## config.mk

```make
export PLATFORM = sky130hd
export DESIGN_NAME = uart_fifo_flat
export DESIGN_NICKNAME = d
export VERILOG_FILES = /design/src/rtl/uart_fifo_if.sv /design/src/rtl/uart_fifo.sv /design/src/flat_wrapper.sv
export SDC_FILE = /design/constraint.sdc
export NUM_CORES = 1
export LEC_CHECK = 0
export CAP_MARGIN = 20
export CELL_PAD_IN_SITES_DETAIL_PLACEMENT = 1
export CELL_PAD_IN_SITES_GLOBAL_PLACEMENT = 2
export CORE_MARGIN = 1.5
export CORE_UTILIZATION = 47
export CTS_BUF_LIST = sky130_fd_sc_hd__clkbuf_16
export CTS_CLUSTER_DIAMETER = 60
export DETAILED_ROUTE_END_ITERATION = 6
export GPL_TIMING_DRIVEN = 1
export PLACE_DENSITY = 0.94
export SLEW_MARGIN = 20
export SYNTH_ARGS = -nofsm -noshare
export SYNTH_HDL_FRONTEND = slang
export SYNTH_SLANG_ARGS = --single-unit
```

## constraint.sdc

```tcl
create_clock -name clk -period 4.2 [get_ports clk]
set_clock_uncertainty 0.05 [all_clocks]
set_input_delay 0.84 -clock clk [delete_from_list [all_inputs] [get_ports clk]]
set_output_delay 0.84 -clock clk [all_outputs]
set_load 0.1 [all_outputs]
```

## src/rtl/uart_fifo_if.sv

```systemverilog
// Register bus of uart_fifo: write/read strobes, 2-bit address, write data,
// combinational read data and the RX interrupt.
interface uart_fifo_if;
    logic       writeEnable;
    logic       readEnable;
    logic [1:0] regSelect;
    logic [7:0] writeData;
    logic [7:0] Data;
    logic       irq;

    modport master (
        output writeEnable, readEnable, regSelect, writeData,
        input  Data, irq
    );

    modport slave (
        input  writeEnable, readEnable, regSelect, writeData,
        output Data, irq
    );
endinterface

```

## src/rtl/uart_fifo.sv

```systemverilog
// UART with TX/RX FIFOs and a 4-register bus (data, status, control, reserved).
// Define UART_FIFO_PARITY_EN to add an even parity bit to every frame.
//
// state    | meaning (TX and RX machines)
// S_IDLE   | line idle, waiting for FIFO data (TX) or a falling edge (RX)
// S_START  | start bit
// S_DATA   | data bits, LSB first
// S_PARITY | even parity bit (UART_FIFO_PARITY_EN only)
// S_STOP   | stop bit
module uart_fifo #(
    parameter int DATA_BITS  = 8,
    parameter int DIVISOR    = 208,
    parameter int FIFO_DEPTH = 4
) (
    input  logic        clk,
    input  logic        reset,
    uart_fifo_if.slave  bus,
    input  logic        rx,
    output logic        tx
);
    localparam int PTR_W = $clog2(FIFO_DEPTH);
    localparam int CNT_W = $clog2(DIVISOR);
    localparam int BIT_W = $clog2(DATA_BITS);
    localparam logic [CNT_W-1:0] BIT_TC   = CNT_W'(DIVISOR - 1);
    localparam logic [CNT_W-1:0] HALF_TC  = CNT_W'(DIVISOR / 2 - 1);
    localparam logic [BIT_W-1:0] LAST_BIT = BIT_W'(DATA_BITS - 1);

    typedef enum logic [2:0] {
        S_IDLE,
        S_START,
        S_DATA,
`ifdef UART_FIFO_PARITY_EN
        S_PARITY,
`endif
        S_STOP
    } state_t;

    logic [2:0] ctrl;
    logic       tx_ovf, par_err, frm_err, rx_ovr;
    logic [7:0] status;

    logic wr_data, wr_stat, wr_ctrl, rd_pop;

    logic [DATA_BITS-1:0] tx_mem [FIFO_DEPTH];
    logic [PTR_W:0]       tx_wr_ptr, tx_rd_ptr;
    logic                 tx_empty, tx_full, tx_push, tx_pop;
    logic [DATA_BITS-1:0] tx_head;

    logic [DATA_BITS-1:0] rx_mem [FIFO_DEPTH];
    logic [PTR_W:0]       rx_wr_ptr, rx_rd_ptr;
    logic                 rx_empty, rx_full, rx_push;
    logic [DATA_BITS-1:0] rx_head;

    state_t               tx_state, tx_state_n;
    logic [CNT_W-1:0]     tx_cnt, tx_cnt_n;
    logic [DATA_BITS-1:0] tx_shift, tx_shift_n;
    logic [BIT_W-1:0]     tx_bit, tx_bit_n;
    logic                 tx_q, tx_line_n, tx_tc;

    logic                 rx_meta, rx_sync, rx_prev, rx_fall;
    state_t               rx_state, rx_state_n;
    logic [CNT_W-1:0]     rx_cnt, rx_cnt_n;
    logic [DATA_BITS-1:0] rx_shift, rx_shift_n;
    logic [BIT_W-1:0]     rx_bit, rx_bit_n;
    logic                 rx_tc, rx_done, frm_set, par_set, ovr_set;

    assign wr_data = bus.writeEnable && (bus.regSelect == 2'b00);
    assign wr_stat = bus.writeEnable && (bus.regSelect == 2'b01);
    assign wr_ctrl = bus.writeEnable && (bus.regSelect == 2'b10);
    assign rd_pop  = bus.readEnable  && (bus.regSelect == 2'b00) && !rx_empty;

    assign tx_empty = (tx_wr_ptr == tx_rd_ptr);
    assign tx_full  = (tx_wr_ptr[PTR_W] != tx_rd_ptr[PTR_W]) &&
                      (tx_wr_ptr[PTR_W-1:0] == tx_rd_ptr[PTR_W-1:0]);
    assign tx_head  = tx_mem[tx_rd_ptr[PTR_W-1:0]];
    // A write to a full FIFO still lands if the transmitter frees a slot this cycle.
    assign tx_push  = wr_data && (!tx_full || tx_pop);

    assign rx_empty = (rx_wr_ptr == rx_rd_ptr);
    assign rx_full  = (rx_wr_ptr[PTR_W] != rx_rd_ptr[PTR_W]) &&
                      (rx_wr_ptr[PTR_W-1:0] == rx_rd_ptr[PTR_W-1:0]);
    assign rx_head  = rx_mem[rx_rd_ptr[PTR_W-1:0]];
    assign rx_push  = rx_done && (!rx_full || rd_pop);
    assign ovr_set  = rx_done && !rx_push;

    always_ff @(posedge clk) begin
        if (tx_push) tx_mem[tx_wr_ptr[PTR_W-1:0]] <= bus.writeData[DATA_BITS-1:0];
        if (rx_push) rx_mem[rx_wr_ptr[PTR_W-1:0]] <= rx_shift_n;
    end

    always_ff @(posedge clk or posedge reset) begin
        if (reset) begin
            tx_wr_ptr <= '0;
            tx_rd_ptr <= '0;
            rx_wr_ptr <= '0;
            rx_rd_ptr <= '0;
        end else begin
            if (tx_push) tx_wr_ptr <= tx_wr_ptr + 1'b1;
            if (tx_pop)  tx_rd_ptr <= tx_rd_ptr + 1'b1;
            if (rx_push) rx_wr_ptr <= rx_wr_ptr + 1'b1;
            if (rd_pop)  rx_rd_ptr <= rx_rd_ptr + 1'b1;
        end
    end

    // Sticky flags: a new event in the same cycle as a clear wins.
    always_ff @(posedge clk or posedge reset) begin
        if (reset) begin
            ctrl    <= '0;
            tx_ovf  <= 1'b0;
            par_err <= 1'b0;
            frm_err <= 1'b0;
            rx_ovr  <= 1'b0;
        end else begin
            if (wr_ctrl) ctrl <= bus.writeData[2:0];
            tx_ovf  <= (tx_ovf  && !(wr_stat && bus.writeData[7])) || (wr_data && !tx_push);
            par_err <= (par_err && !(wr_stat && bus.writeData[6])) || par_set;
            frm_err <= (frm_err && !(wr_stat && bus.writeData[5])) || frm_set;
            rx_ovr  <= (rx_ovr  && !(wr_stat && bus.writeData[4])) || ovr_set;
        end
    end

    assign status = {tx_ovf, par_err, frm_err, rx_ovr, !rx_empty, tx_empty, tx_full,
                     tx_state != S_IDLE};

    always_comb begin
        case (bus.regSelect)
            2'b00:   bus.Data = rx_empty ? 8'h00 : 8'(rx_head);
            2'b01:   bus.Data = status;
            2'b10:   bus.Data = {5'b0, ctrl};
            default: bus.Data = 8'h00;
        endcase
    end

    assign bus.irq = ctrl[2] && !rx_empty;
    assign tx      = tx_q;

    always_ff @(posedge clk or posedge reset) begin
        if (reset) begin
            tx_state <= S_IDLE;
            tx_cnt   <= '0;
            tx_shift <= '0;
            tx_bit   <= '0;
            tx_q     <= 1'b1;
        end else begin
            tx_state <= tx_state_n;
            tx_cnt   <= tx_cnt_n;
            tx_shift <= tx_shift_n;
            tx_bit   <= tx_bit_n;
            tx_q     <= tx_line_n;
        end
    end

    // tx is registered from the next-state decode so the line moves with the state.
    always_comb begin
        tx_tc      = (tx_cnt == '0);
        tx_state_n = tx_state;
        tx_cnt_n   = tx_tc ? '0 : tx_cnt - 1'b1;
        tx_shift_n = tx_shift;
        tx_bit_n   = tx_bit;
        tx_line_n  = tx_q;
        tx_pop     = 1'b0;
        case (tx_state)
            S_IDLE: begin
                tx_line_n = 1'b1;
                if (!tx_empty && ctrl[0]) begin
                    tx_pop     = 1'b1;
                    tx_shift_n = tx_head;
                    tx_cnt_n   = BIT_TC;
                    tx_line_n  = 1'b0;
                    tx_state_n = S_START;
                end
            end
            S_START: begin
                if (tx_tc) begin
                    tx_state_n = S_DATA;
                    tx_cnt_n   = BIT_TC;
                    tx_bit_n   = '0;
                    tx_line_n  = tx_shift[0];
                end
            end
            S_DATA: begin
                if (tx_tc) begin
                    tx_cnt_n = BIT_TC;
                    if (tx_bit == LAST_BIT) begin
`ifdef UART_FIFO_PARITY_EN
                        tx_state_n = S_PARITY;
                        tx_line_n  = ^tx_shift;
`else
                        tx_state_n = S_STOP;
                        tx_line_n  = 1'b1;
`endif
                    end else begin
                        tx_bit_n  = tx_bit + 1'b1;
                        tx_line_n = tx_shift[tx_bit_n];
                    end
                end
            end
`ifdef UART_FIFO_PARITY_EN
            S_PARITY: begin
                if (tx_tc) begin
                    tx_state_n = S_STOP;
                    tx_cnt_n   = BIT_TC;
                    tx_line_n  = 1'b1;
                end
            end
`endif
            S_STOP: begin
                if (tx_tc) begin
                    if (!tx_empty && ctrl[0]) begin
                        tx_pop     = 1'b1;
                        tx_shift_n = tx_head;
                        tx_cnt_n   = BIT_TC;
                        tx_line_n  = 1'b0;
                        tx_state_n = S_START;
                    end else begin
                        tx_line_n  = 1'b1;
                        tx_state_n = S_IDLE;
                    end
                end
            end
            default: begin
                tx_line_n  = 1'b1;
                tx_state_n = S_IDLE;
            end
        endcase
    end

    always_ff @(posedge clk or posedge reset) begin
        if (reset) begin
            rx_meta  <= 1'b1;
            rx_sync  <= 1'b1;
            rx_prev  <= 1'b1;
            rx_state <= S_IDLE;
            rx_cnt   <= '0;
            rx_shift <= '0;
            rx_bit   <= '0;
        end else begin
            rx_meta  <= rx;
            rx_sync  <= rx_meta;
            rx_prev  <= rx_sync;
            rx_state <= rx_state_n;
            rx_cnt   <= rx_cnt_n;
            rx_shift <= rx_shift_n;
            rx_bit   <= rx_bit_n;
        end
    end

    // A new start needs a high-to-low edge, so after a bad stop bit the line must recover first.
    assign rx_fall = rx_prev && !rx_sync;

    always_comb begin
        rx_tc      = (rx_cnt == '0);
        rx_state_n = rx_state;
        rx_cnt_n   = rx_tc ? '0 : rx_cnt - 1'b1;
        rx_shift_n = rx_shift;
        rx_bit_n   = rx_bit;
        rx_done    = 1'b0;
        frm_set    = 1'b0;
        par_set    = 1'b0;
        case (rx_state)
            S_IDLE: begin
                if (rx_fall && ctrl[1]) begin
                    rx_state_n = S_START;
                    rx_cnt_n   = HALF_TC;
                end
            end
            S_START: begin
                if (rx_tc) begin
                    if (rx_sync) begin
                        rx_state_n = S_IDLE;
                    end else begin
                        rx_state_n = S_DATA;
                        rx_cnt_n   = BIT_TC;
                        rx_bit_n   = '0;
                    end
                end
            end
            S_DATA: begin
                if (rx_tc) begin
                    rx_shift_n = {rx_sync, rx_shift[DATA_BITS-1:1]};
                    rx_cnt_n   = BIT_TC;
                    if (rx_bit == LAST_BIT) begin
`ifdef UART_FIFO_PARITY_EN
                        rx_state_n = S_PARITY;
`else
                        rx_state_n = S_STOP;
`endif
                    end else begin
                        rx_bit_n = rx_bit + 1'b1;
                    end
                end
            end
`ifdef UART_FIFO_PARITY_EN
            S_PARITY: begin
                if (rx_tc) begin
                    par_set    = (rx_sync != ^rx_shift);
                    rx_state_n = S_STOP;
                    rx_cnt_n   = BIT_TC;
                end
            end
`endif
            S_STOP: begin
                if (rx_tc) begin
                    rx_state_n = S_IDLE;
                    rx_done    = rx_sync;
                    frm_set    = !rx_sync;
                end
            end
            default: rx_state_n = S_IDLE;
        endcase
    end
endmodule

```

## src/flat_wrapper.sv

```systemverilog
// flat-port wrapper written by rule: the top's interface ports become plain ports
module uart_fifo_flat 
#(
    parameter int DATA_BITS  = 8,
    parameter int DIVISOR    = 208,
    parameter int FIFO_DEPTH = 4
)
  (clk, reset, rx, tx, bus_writeEnable, bus_readEnable, bus_regSelect, bus_writeData, bus_Data, bus_irq);
  uart_fifo_if bus_i ();
  input  logic clk;
  input  logic reset;
  input  logic rx;
  output logic tx;
  input wire logic [$bits(bus_i.writeEnable)-1:0] bus_writeEnable;
  input wire logic [$bits(bus_i.readEnable)-1:0] bus_readEnable;
  input wire logic [$bits(bus_i.regSelect)-1:0] bus_regSelect;
  input wire logic [$bits(bus_i.writeData)-1:0] bus_writeData;
  output wire logic [$bits(bus_i.Data)-1:0] bus_Data;
  output wire logic [$bits(bus_i.irq)-1:0] bus_irq;
  assign bus_i.writeEnable = bus_writeEnable;
  assign bus_i.readEnable = bus_readEnable;
  assign bus_i.regSelect = bus_regSelect;
  assign bus_i.writeData = bus_writeData;
  assign bus_Data = bus_i.Data;
  assign bus_irq = bus_i.irq;
  uart_fifo #(.DATA_BITS(DATA_BITS), .DIVISOR(DIVISOR), .FIFO_DEPTH(FIFO_DEPTH)) u_core (.clk(clk), .reset(reset), .bus(bus_i), .rx(rx), .tx(tx));
endmodule
```

# == Word level (Yosys, flattened, before mapping) ==
# Memories as Yosys holds them, arrays and structs flattened.
# Index checks and enable logic that the tools add are counted.
# totals
mem_bits_rw,64
regBits,67
output_inout_bits,10
in_bits,15
wordCells,176
memories,2
# memory_table
name,words,width,rd,rd_ports_with_merged_regs,write_ports,line,text
u_core.rx_mem,4,8,1,0,1,uart_fifo.sv:49,logic [DATA_BITS-1:0] rx_mem [FIFO_DEPTH];
u_core.tx_mem,4,8,1,0,1,uart_fifo.sv:44,logic [DATA_BITS-1:0] tx_mem [FIFO_DEPTH];
# op_classes
muxes,60
order_cmp,1
n_addsub,8
eq_ne,29
n_reduce_logical,55
# op_table
operator,n
two-way mux 8 bit,14
one-hot mux 8 bit (3 select lines),3
two-way mux 3 bit,17
one-hot mux 3 bit (4 select lines),2
logical AND 1 bit,23
!= test 2 x 1 -> 1 bit (second input constant),10
adder 3 x 1 -> 3 bit (second input constant),6
two-way mux 1 bit,17
logical NOT 8 bit,2
one-hot mux 8 bit (2 select lines),1
subtractor 8 x 1 -> 8 bit (second input constant),2
AND reduction 5 bit,3
equality test 3 x 2 -> 1 bit (second input constant),4
one-hot mux 3 bit (2 select lines),2
logical NOT 1 bit,11
equality test 3 x 1 -> 1 bit (second input constant),2
equality test 3 bit,2
equality test 3 bit (second input constant),2
logical NOT 3 bit,2
!= test 2 bit (second input constant),3
nonzero test 2 bit,3
logical OR 1 bit,5
equality test 2 bit,2
less-than comparator 3 x 4 -> 1 bit (second input constant),1
other kinds (13),14

# == Logic depth before layout (Yosys ltp) ==
# depth
depth_word,11
ltp_mapped,7

# == Worst setup path after synthesis ==
# OpenSTA, ideal clock, no wires.
# synth_timing
path_kind,in2out
startpoint,input port bus_regSelect[1]
endpoint,output port bus_Data[3]
n_path_buf,2
arrival_ns,3.294
required_time_ns,3.310
cell_stages,3
setup_slack_ns,0.016
cell_sequence,clkbuf_1 > clkbuf_1 > nor3_1
# synth_via
elab_chain_len,2
word_cells_on_any_way,4
classes_between,2 x eq/ne; 1 x mux; 1 x reduce/logical
# synth_lines
item,line,text
start: declaration,flat_wrapper.sv:16,input wire logic [$bits(bus_i.regSelect)-1:0] bus_regSelect;
equality test 2 bit (tied with other cells),uart_fifo.sv:126,case (bus.regSelect)
one-hot mux 8 bit (3 select lines) *,uart_fifo.sv:126,
end: declaration,flat_wrapper.sv:18,output wire logic [$bits(bus_i.Data)-1:0] bus_Data;
# Mark *: on every way between the ends. The rest lies on a longest branch, timed or not.

# == Worst setup path in the final report ==
# layout_timing
startpoint,register u_core.rx_rd_ptr[0]
endpoint,output port bus_Data[1]
# layout_via
elab_chain_len,3
word_cells_on_any_way,4
classes_between,1 x eq/ne; 2 x mux; 1 x memory
# layout_lines
item,line,text
start: declaration,uart_fifo.sv:50,"logic [PTR_W:0] rx_wr_ptr, rx_rd_ptr;"
start signal: assignment,uart_fifo.sv:101,if (rd_pop) rx_rd_ptr <= rx_rd_ptr + 1'b1;
memory read (4 x 8 bit) / equality test 3 bit (equally long branches),n/a,
two-way mux 8 bit *,uart_fifo.sv:127,2'b00: bus.Data = rx_empty ? 8'h00 : 8'(rx_head);
one-hot mux 8 bit (3 select lines) *,uart_fifo.sv:126,
# Marked as above.

==> out/results.ini <==
[outcome]
outcome=completed

[synthesis]
synth_flop_cell=edfxtp_1
seq_area_frac_synth_pct=56.69
ys_types=71
synth-adder-area-share_pct=5.190
ys_warn_count=0
synth_area_leaders=edfxtp_1 (31%), dfrtp_1 (24%), ha_1 (5.2%)
yosysMostFrequentCell=edfxtp_1
synth_top_family_by_area=multiplexers
synth_top_area_cell=edfxtp_1
ys_async_sr_fraction_pct=50.39
synth_cells=463
synth_edf_count=64
syn_area_per_cell_um2=13.54
synth_seq_cells=129
syn_nets=504
yosysTopAreaCellShare_pct=30.66
synth-xor-area-share_pct=3.214
yosys.area_share.simple_pct=9.741
synth_common_cells=edfxtp_1 (64), dfrtp_1 (61), a21oi_1 (30)
muxShareOfSynthArea_pct=11.66
syn_area_mm2=0.006269
synth_compound_area_share_pct=10.66

[placed_design]
gp_congestion=0.7910
dp_worst_setup_slack_ns=0.7298
port_buffers=24
dpl.cell_count=656
dp_hpwl_um=10450

[power_and_ir_drop]
p_sw_uw=2262
seqPwrFrac_pct=33.8
p_int_uw=3409
powerDensity_mw_per_mm2=770.8
combinationalPowerShare_pct=40.1
p_sw_share_pct=39.88
p_leak_uw=0.002943
p_clk_share_pct=26.1
vdd_drop_max_mv=0.3250

[grt]
grt-ovfl-total=0
grt_pass1_vias=4466
grt_use_total_pct=22.67
grt_first_pass_wirelength_um=24120
grt_max_degree=46
antenna_found_initial=0

[detailed_routing]
drtIter0Drc=211
drt_pre_antenna_iters=6
wl_per_cell_um=21.19
viasPerCell=5.814
wl_um=14600
drc=0
antenna_left=0
vias=4006

[run]
maxCapViolCount=0

[timing]
hold_ws_ns=0.3080
fin_tns_setup_ns=0
finalSetupViolCount=0
drv_slew=0
hold_viol_final=0
rsz0062_at_grt=false
fin_crit_sh_pct=83.46
fin_crit_ns=3.505
fin_ws_ns=0.6947
worst_slew_pin_slew_ns=0.9601
fmax_mhz=285.3
maxSlewHeadroom_pct=35.79

[die]
io_pins=25
die_w_um=118.5
die_y_um=118.5
core_area_mm2=0.01314
start_util_pct=47.71
dieArea_mm2=0.01404
rows=42

[cts]
post_cts_buffers=0
cts_root_buffer=clkbuf_16
cts_hold_buffers=0
cts-resized-gates=0
clk_pin_slew_ns=0.07
clk_latency_ns=0.42
cts.sinks=129
cts_tree=built
h-tree-depth=4
cts.path.max_buffers=2
cts_buffers=17

[min_path]
hold_start=u_core.rx_meta
hold_class=flip-flop to flip-flop

[setup_path]
crit_start=u_core.rx_rd_ptr[0]
cp.arrival_ns=2.62
worst_ep_required_time_ns=3.31
startpoint_type=flip-flop
cpPeakStageDelay_ns=0.68
slowest_stage=dfrtp_1
cp_max_fo=11
end_kind=primary output
r2r-start=u_core.tx_state[0]
critPathKind=flip-flop to primary output
cp_cell_sequence=xor2_1, buf_4, nor3_1, or3b_2, a2bb2oi_1, buf_12

[layout]
fin_util_pct=56.00
finalNetCount=541
diodes=0
area_delta_synth_final_pct=17.37
drive_gt1_share_pct=21.25
final_cell_count_no_fill=689

-- registers in the layout (all words and copies together) (netlist names), 2 cells and up --
signal,count
u_core.tx_shift,8
u_core.tx_state,2
u_core.rx_wr_ptr,3
u_core.rx_bit,3
u_core.tx_bit,3
u_core.rx_state,2
u_core.rx_shift,8
u_core.tx_mem,32
u_core.tx_wr_ptr,3
u_core.tx_rd_ptr,3
u_core.rx_mem,32
u_core.rx_rd_ptr,3
u_core.tx_cnt,8
u_core.rx_cnt,8
u_core.ctrl,3
-- final timing paths --
kind                       slack, ns                   to  depth (start not counted)
setup / recovery                0.69          bus_Data[1]                          6
hold / removal                  0.31       u_core.rx_sync                          0
min in group asynchronous       0.63     u_core.tx_bit[0]                          2
setup reg to reg                1.40  u_core.tx_mem[2][6]                          6
max in group asynchronous       2.65       u_core.rx_meta                          4
hold reg to reg                 0.31       u_core.rx_sync                          0
-- power groups by stage --
stage	clock (uW)	combinational, uW	sequential [uW]
6_report	1480	2270	1920
5_1_grt	1550	2490	1960
4_1_cts	1500	2280	1920
3_5_place_dp	0	2240	1940
3_3_place_gp	0	2110	1910
2_1_floorplan	0	1750	1820
-- critical path: cells and delay by family (launching register included) --
kind / cells / cell delay [ns]
flops: 1 / 0.68
simple gates: 2 / 0.59
compound gates: 1 / 0.30
xor+xnor: 1 / 0.23
buf+inv: 2 / 0.39
-- logic make-up (layout without fill, tap and decap cells) --
logic type,Yosys count,count (layout)
buf+inv,40,90
fa+ha+maj,26,26
simple gates,104,104
flops,129,129
compound gates,97,97
mux,44,44
xor+xnor,23,23
-- cell usage in the layout (no fill, tap or decap), drive strengths merged, types with 5 or more instances in the layout --
| master | count |
|---|---|
| a22o | 6 |
| nor3 | 10 |
| dfrtp | 61 |
| and2 | 9 |
| nor4 | 8 |
| nand3 | 6 |
| xnor2 | 12 |
| a31oi | 6 |
| or3b | 5 |
| mux4 | 18 |
| nand3b | 5 |
| nor2 | 22 |
| a21oi | 30 |
| nor2b | 5 |
| buf | 19 |
| edfxtp | 64 |
| nand2 | 18 |
| inv | 36 |
| clkdlybuf4s50 | 15 |
| ha | 26 |
| clkbuf | 17 |
| xor2 | 11 |
| mux2 | 25 |
| o21ai | 13 |
-- area by class of cell --
class / count / area (um^2)
clock buffers: 17 / 425.4
clock inverters: 15 / 163.9
fillers: 1307 / 5781
repair buffers: 34 / 367.9
well taps: 176 / 220.2
multi-input cells: 294 / 2536
inverters: 24 / 90.09
flip-flops and latches: 129 / 3553
-- per-stage QoR --
stage	area, um^2	power, uW
after floorplan	6269	3568
after global placement	6748	4021
after detailed placement	6748	4187
after CTS	7337	5707
after global routing	7357	6001
final	7357	5671
-- metal layers --
layer | track usage (%) | wire length, um | up-vias | part of all wire (%)
met5 | 0 | 0 | - | 0
met4 | 8.584 | 252 | 0 | 1.7
met3 | 4.151 | 324 | 18 | 2.2
met2 | 42.01 | 8150 | 56 | 56
met1 | 25.93 | 5872 | 2085 | 40
li1 | - | - | 1847 | -
(Power assumes the default switching activity.)
==> patch 1 (config.mk and constraints unchanged) <==
Add a define of `UART_FIFO_PARITY_EN`.
--- a/src/rtl/uart_fifo.sv
+++ b/src/rtl/uart_fifo.sv
@@ -8,4 +8,6 @@
 // S_PARITY | even parity bit (UART_FIFO_PARITY_EN only)
 // S_STOP   | stop bit
+`define UART_FIFO_PARITY_EN
+
 module uart_fifo #(
     parameter int DATA_BITS  = 8,
Formal check against the unedited RTL: same outputs for any inputs over 10 cycles, from zero or initial values and one cycle with reset high; that may be too few to reach the edited logic, so the function may still have changed.
==> patch 1 against the unedited design <==
- total power shrank 20%
- sequential cell count grew 2
- wire length fell by 5.8%
- worst hold slack got worse by 1.3 ps
- via count fell by 9.7%
- setup slack better by 7.6 ps
- synthesized area is 4.1% lower
- combinational power shrank 39%
- final area shrank 5.4%
- critical endpoint is now bus_Data[0]
==> patch 1: results <==
export IMPL_status="completed"
export IMPL_seq_area_frac_synth=0.599
export IMPL_grt_total_usage=0.225
export IMPL_vdd_ir_drop_max_mv=0.384
export IMPL_synth_mux_area_frac=0.116
export IMPL_clkCellAreaFrac=0.0746
export IMPL_grt_pass1_vias=4000
export IMPL_nNetsFinal=501
export IMPL_synth_adder_area_share=0.0374
export IMPL_drive_gt1_frac=0.206
export IMPL_grt_max_degree=47
export IMPL_synthTopCellsByCount="edfxtp_1, dfrtp_1, nor2_1, mux2_2, xnor2_1"
export IMPL_crit_arrival_ps=2610
export IMPL_vias=3618
export IMPL_io_buffers=24
export IMPL_drt_initial_drc_count=191
export IMPL_buffer_area_frac=0.0420
export IMPL_seqCellArea_mm2=0.00360
export IMPL_fill_cells=1226
export IMPL_synthXorXnorAreaFrac=0.0582
export IMPL_postSynth_asyncResetShare=0.511
export IMPL_buffers=29
export IMPL_slew_headroom=0.356
export IMPL_multi_input_gates=275
export IMPL_reg2reg_slack_ps=1450
export IMPL_grt_first_pass_wirelength_mm=22.1
export IMPL_clock_sinks=131
export IMPL_ys_types=53
export IMPL_synthTopCellsByArea="edfxtp_1, dfrtp_1, mux4_2, mux2_2, ha_1"
export IMPL_gp_congestion=0.775
export IMPL_slowest_delay_ps=770
export IMPL_synth_compound_area_share=0.0668
export IMPL_syn_nets=467
[patch 1: cells by family after synthesis]
kind of cell / after synthesis
AO/OA/AOI/OAI: 58
XOR/XNOR: 40
adder cells (fa/ha/maj): 18
flip-flops: 131
multiplexers: 44
buffers and inverters: 28
AND/OR/NAND/NOR: 115
[patch 1: metal layers]
layer	GRT usage	share of wire	vias up
met5	0	0	-
met2	0.384	0.52	64
li1	-	-	1657
met1	0.281	0.43	1879
met3	0.0446	0.030	18
met4	0.0992	0.024	0
[patch 1: path summary, 6_finish.rpt]
| kind | from | cells past startpoint | to |
|---|---|---|---|
| max in group asynchronous | reset | 3 | u_core.rx_wr_ptr[2]$_DFFE_PP0N_ |
| worst min register to register | u_core.rx_meta$_DFF_PP1_ | 0 | u_core.rx_sync$_DFF_PP1_ |
| worst max register to register | u_core.tx_state[0]$_DFFE_PP0P_ | 5 | u_core.tx_mem[0][7]$_DFFE_PP_ |
| worst max-delay path | u_core.rx_rd_ptr[0]$_DFFE_PP0P_ | 6 | bus_Data[0] |
| min in group asynchronous | reset | 2 | u_core.rx_cnt[7]$_DFF_PP0_ |
| worst min-delay path | u_core.rx_meta$_DFF_PP1_ | 0 | u_core.rx_sync$_DFF_PP1_ |
[patch 1: metrics by stage]
step / std cells / power, mW / hold WS, ps / worst slack [ps] / area [um^2]
2_1_floorplan: 434 / 2.86 / 295 / 12.1 / 6010
3_3_place_gp: 621 / 3.12 / 297 / 854 / 6440
3_5_place_dp: 621 / 3.21 / 299 / 791 / 6440
4_1_cts: 653 / 4.54 / 312 / 655 / 6960
5_1_grt: 653 / 4.73 / 318 / 462 / 6960
6_report: 653 / 4.51 / 307 / 702 / 6960
[patch 1: report_power, final]
part,internal (mW),switching [mW]
logic,0.613,0.769
clock network,0.742,0.553
registers,1.55,0.280
==> patch 2 (same flow settings) <==
Without the edit above. Put a register stage on the output `bus.irq`. The value now appears one clock later.
--- a/src/rtl/uart_fifo.sv
+++ b/src/rtl/uart_fifo.sv
@@ -132,5 +132,7 @@
     end
 
-    assign bus.irq = ctrl[2] && !rx_empty;
+    always_ff @(posedge clk) begin
+        bus.irq <= ctrl[2] && !rx_empty;
+    end
     assign tx      = tx_q;
 
Function: same outputs for any inputs over 10 cycles, from zero or initial values and one cycle with reset high; that may be too few to reach the edited logic, so the function may still have changed.
==> patch 2 against the unedited design <==
- worst hold slack better by 2.5 ps
- die area down 4.3%
- utilization up 0.27 points
- total power down 5.5%
- maximum frequency up 1.4%
- count of clock-buffer cells in the layout unchanged
- final area down 4.3%
- sequential cell count up 1
- synthesized area down 4.4%
- wire length down 11%
- register-to-register slack better by 210 ps
- setup slack better by 50 ps
- global-route usage down 0.54 points
==> patch 2: results <==
export IMPL_grt_total_usage=0.221
export IMPL_status="completed"
export IMPL_syn_nets=471
export IMPL_p_leak_nw=2.82
export IMPL_clk_pin_slew_worst_paths_ps=60
export IMPL_ys_types=59
export IMPL_worst_pin_slew_ps=978
export IMPL_synthTopCellsByCount="edfxtp_1, dfrtp_1, nand2_1, nor2_1, ha_1"
export IMPL_dr_pass1_iters=4
export IMPL_grt_max_degree=44
export IMPL_cp_max_fo=11
export IMPL_gp_congestion=0.799
export IMPL_seq_area_frac_synth=0.596
export IMPL_postSynth_asyncResetShare=0.500
export IMPL_hold_violations=0
export IMPL_synth_edf_count=64
export IMPL_drive_gt1_frac=0.225
export IMPL_clk_latency_ps=420
export IMPL_numCtsBuffers=17
export IMPL_hold_class="flip-flop to flip-flop"
export IMPL_drt_initial_drc_count=169
export IMPL_report_final_slew_viol_count=0
export IMPL_preCtsSetupSlack_ps=717
export IMPL_wl_mm=13.0
export IMPL_nNetsFinal=504
export IMPL_cts_root_buf="clkbuf_16"
export IMPL_vdd_ir_drop_max_mv=0.375
export IMPL_grt_pass1_vias=3981
export IMPL_cts_resized=0
export IMPL_cts_max_path_buffers=2
export IMPL_vias=3565
export IMPL_synthTopCellsByArea="edfxtp_1, dfrtp_1, mux4_2, ha_1, mux2_2"
export IMPL_io_buffers=24
export IMPL_fill_cells=1217
export IMPL_htreeDepth=4
export IMPL_grt_first_pass_wirelength_mm=21.7
export IMPL_crit_arrival_ps=2570
export IMPL_antenna_cells=0
export IMPL_post_cts_buffers=0
export IMPL_antenna_left=0
export IMPL_antenna_found_initial=0
export IMPL_hpwl_mm=9.15
export IMPL_ys_warn_count=0
## patch 2: cell count changes after synthesis, sizes merged, moves of 5 or more
cell | unedited run | this run
nor4 | 8 | 3
nor2 | 22 | 28
buf | 5 | 10
clkbuf | 11 | 3
nand2 | 18 | 30
inv | 24 | 18
a21oi | 30 | 23
a31oi | 6 | 1
## patch 2: cell families (layout without fill, tap and decap cells)
family                     Yosys count  after routing  share of synthesized area
AOI/OAI and AO/OA                   63             63                     0.0685
xor gates and xnor gates            27             27                     0.0432
adders and majority gates           26             26                     0.0543
buffers and inverters               31             77                     0.0236
DFF                                130            130                      0.596
muxes                               45             45                      0.118
and+or+nand+nor                    108            108                     0.0965
## patch 2: cell type report
class | instances | area [um^2] | share of cell area
Inverter | 18 | 67.6 | 0.00959
Timing Repair Buffer | 27 | 330 | 0.0469
Sequential cell | 130 | 3570 | 0.507
Multi-Input combinational cell | 269 | 2280 | 0.324
Clock buffer | 17 | 425 | 0.0604
Clock inverter | 15 | 153 | 0.0217
Tap cell | 172 | 215 | 0.0306
## patch 2: critical path, stage by stage, from the launching register on
cell	delay [ps]
dfrtp_1	750
xnor2_1	210
and3b_1	370
nor3b_1	270
a21oi_1	70
nor2_1	240
buf_12	210
## patch 2: final timing paths
path / from / to / slack, ps / cells after the start
worst max-delay path: u_core.rx_rd_ptr[0]$_DFFE_PP0P_ / bus_Data[5] / 740 / 6
worst min-delay path: u_core.rx_meta$_DFF_PP1_ / u_core.rx_sync$_DFF_PP1_ / 310 / 0
worst max register to register: u_core.rx_cnt[4]$_DFF_PP0_ / u_core.rx_mem[2][1]$_DFFE_PP_ / 1610 / 4
worst min register to register: u_core.rx_meta$_DFF_PP1_ / u_core.rx_sync$_DFF_PP1_ / 310 / 0
max in group asynchronous: reset / u_core.rx_sync$_DFF_PP1_ / 2380 / 3
min in group asynchronous: reset / u_core.tx_shift[7]$_DFFE_PP0P_ / 910 / 2
## patch 2: per-stage QoR
| stage | instance area [um^2] | std cells |
|---|---|---|
| after floorplan | 5990 | 430 |
| after global placement | 6460 | 616 |
| after detailed placement | 6460 | 616 |
| after CTS | 7040 | 648 |
| after global routing | 7040 | 648 |
| final | 7040 | 648 |
## patch 2: layer usage
metal  vias to the layer above  global-route usage  routed length, um
li1                       1642                   -                  -
met1                      1845               0.259               5200
met2                        60               0.385               7060
met3                        18              0.0711                536
met4                         0              0.0764                197
met5                         -                   0                  0
## patch 2: where the power goes
part	internal (mW)	switching, mW
registers	1.62	0.312
clock network	0.829	0.590
logic	0.865	1.14
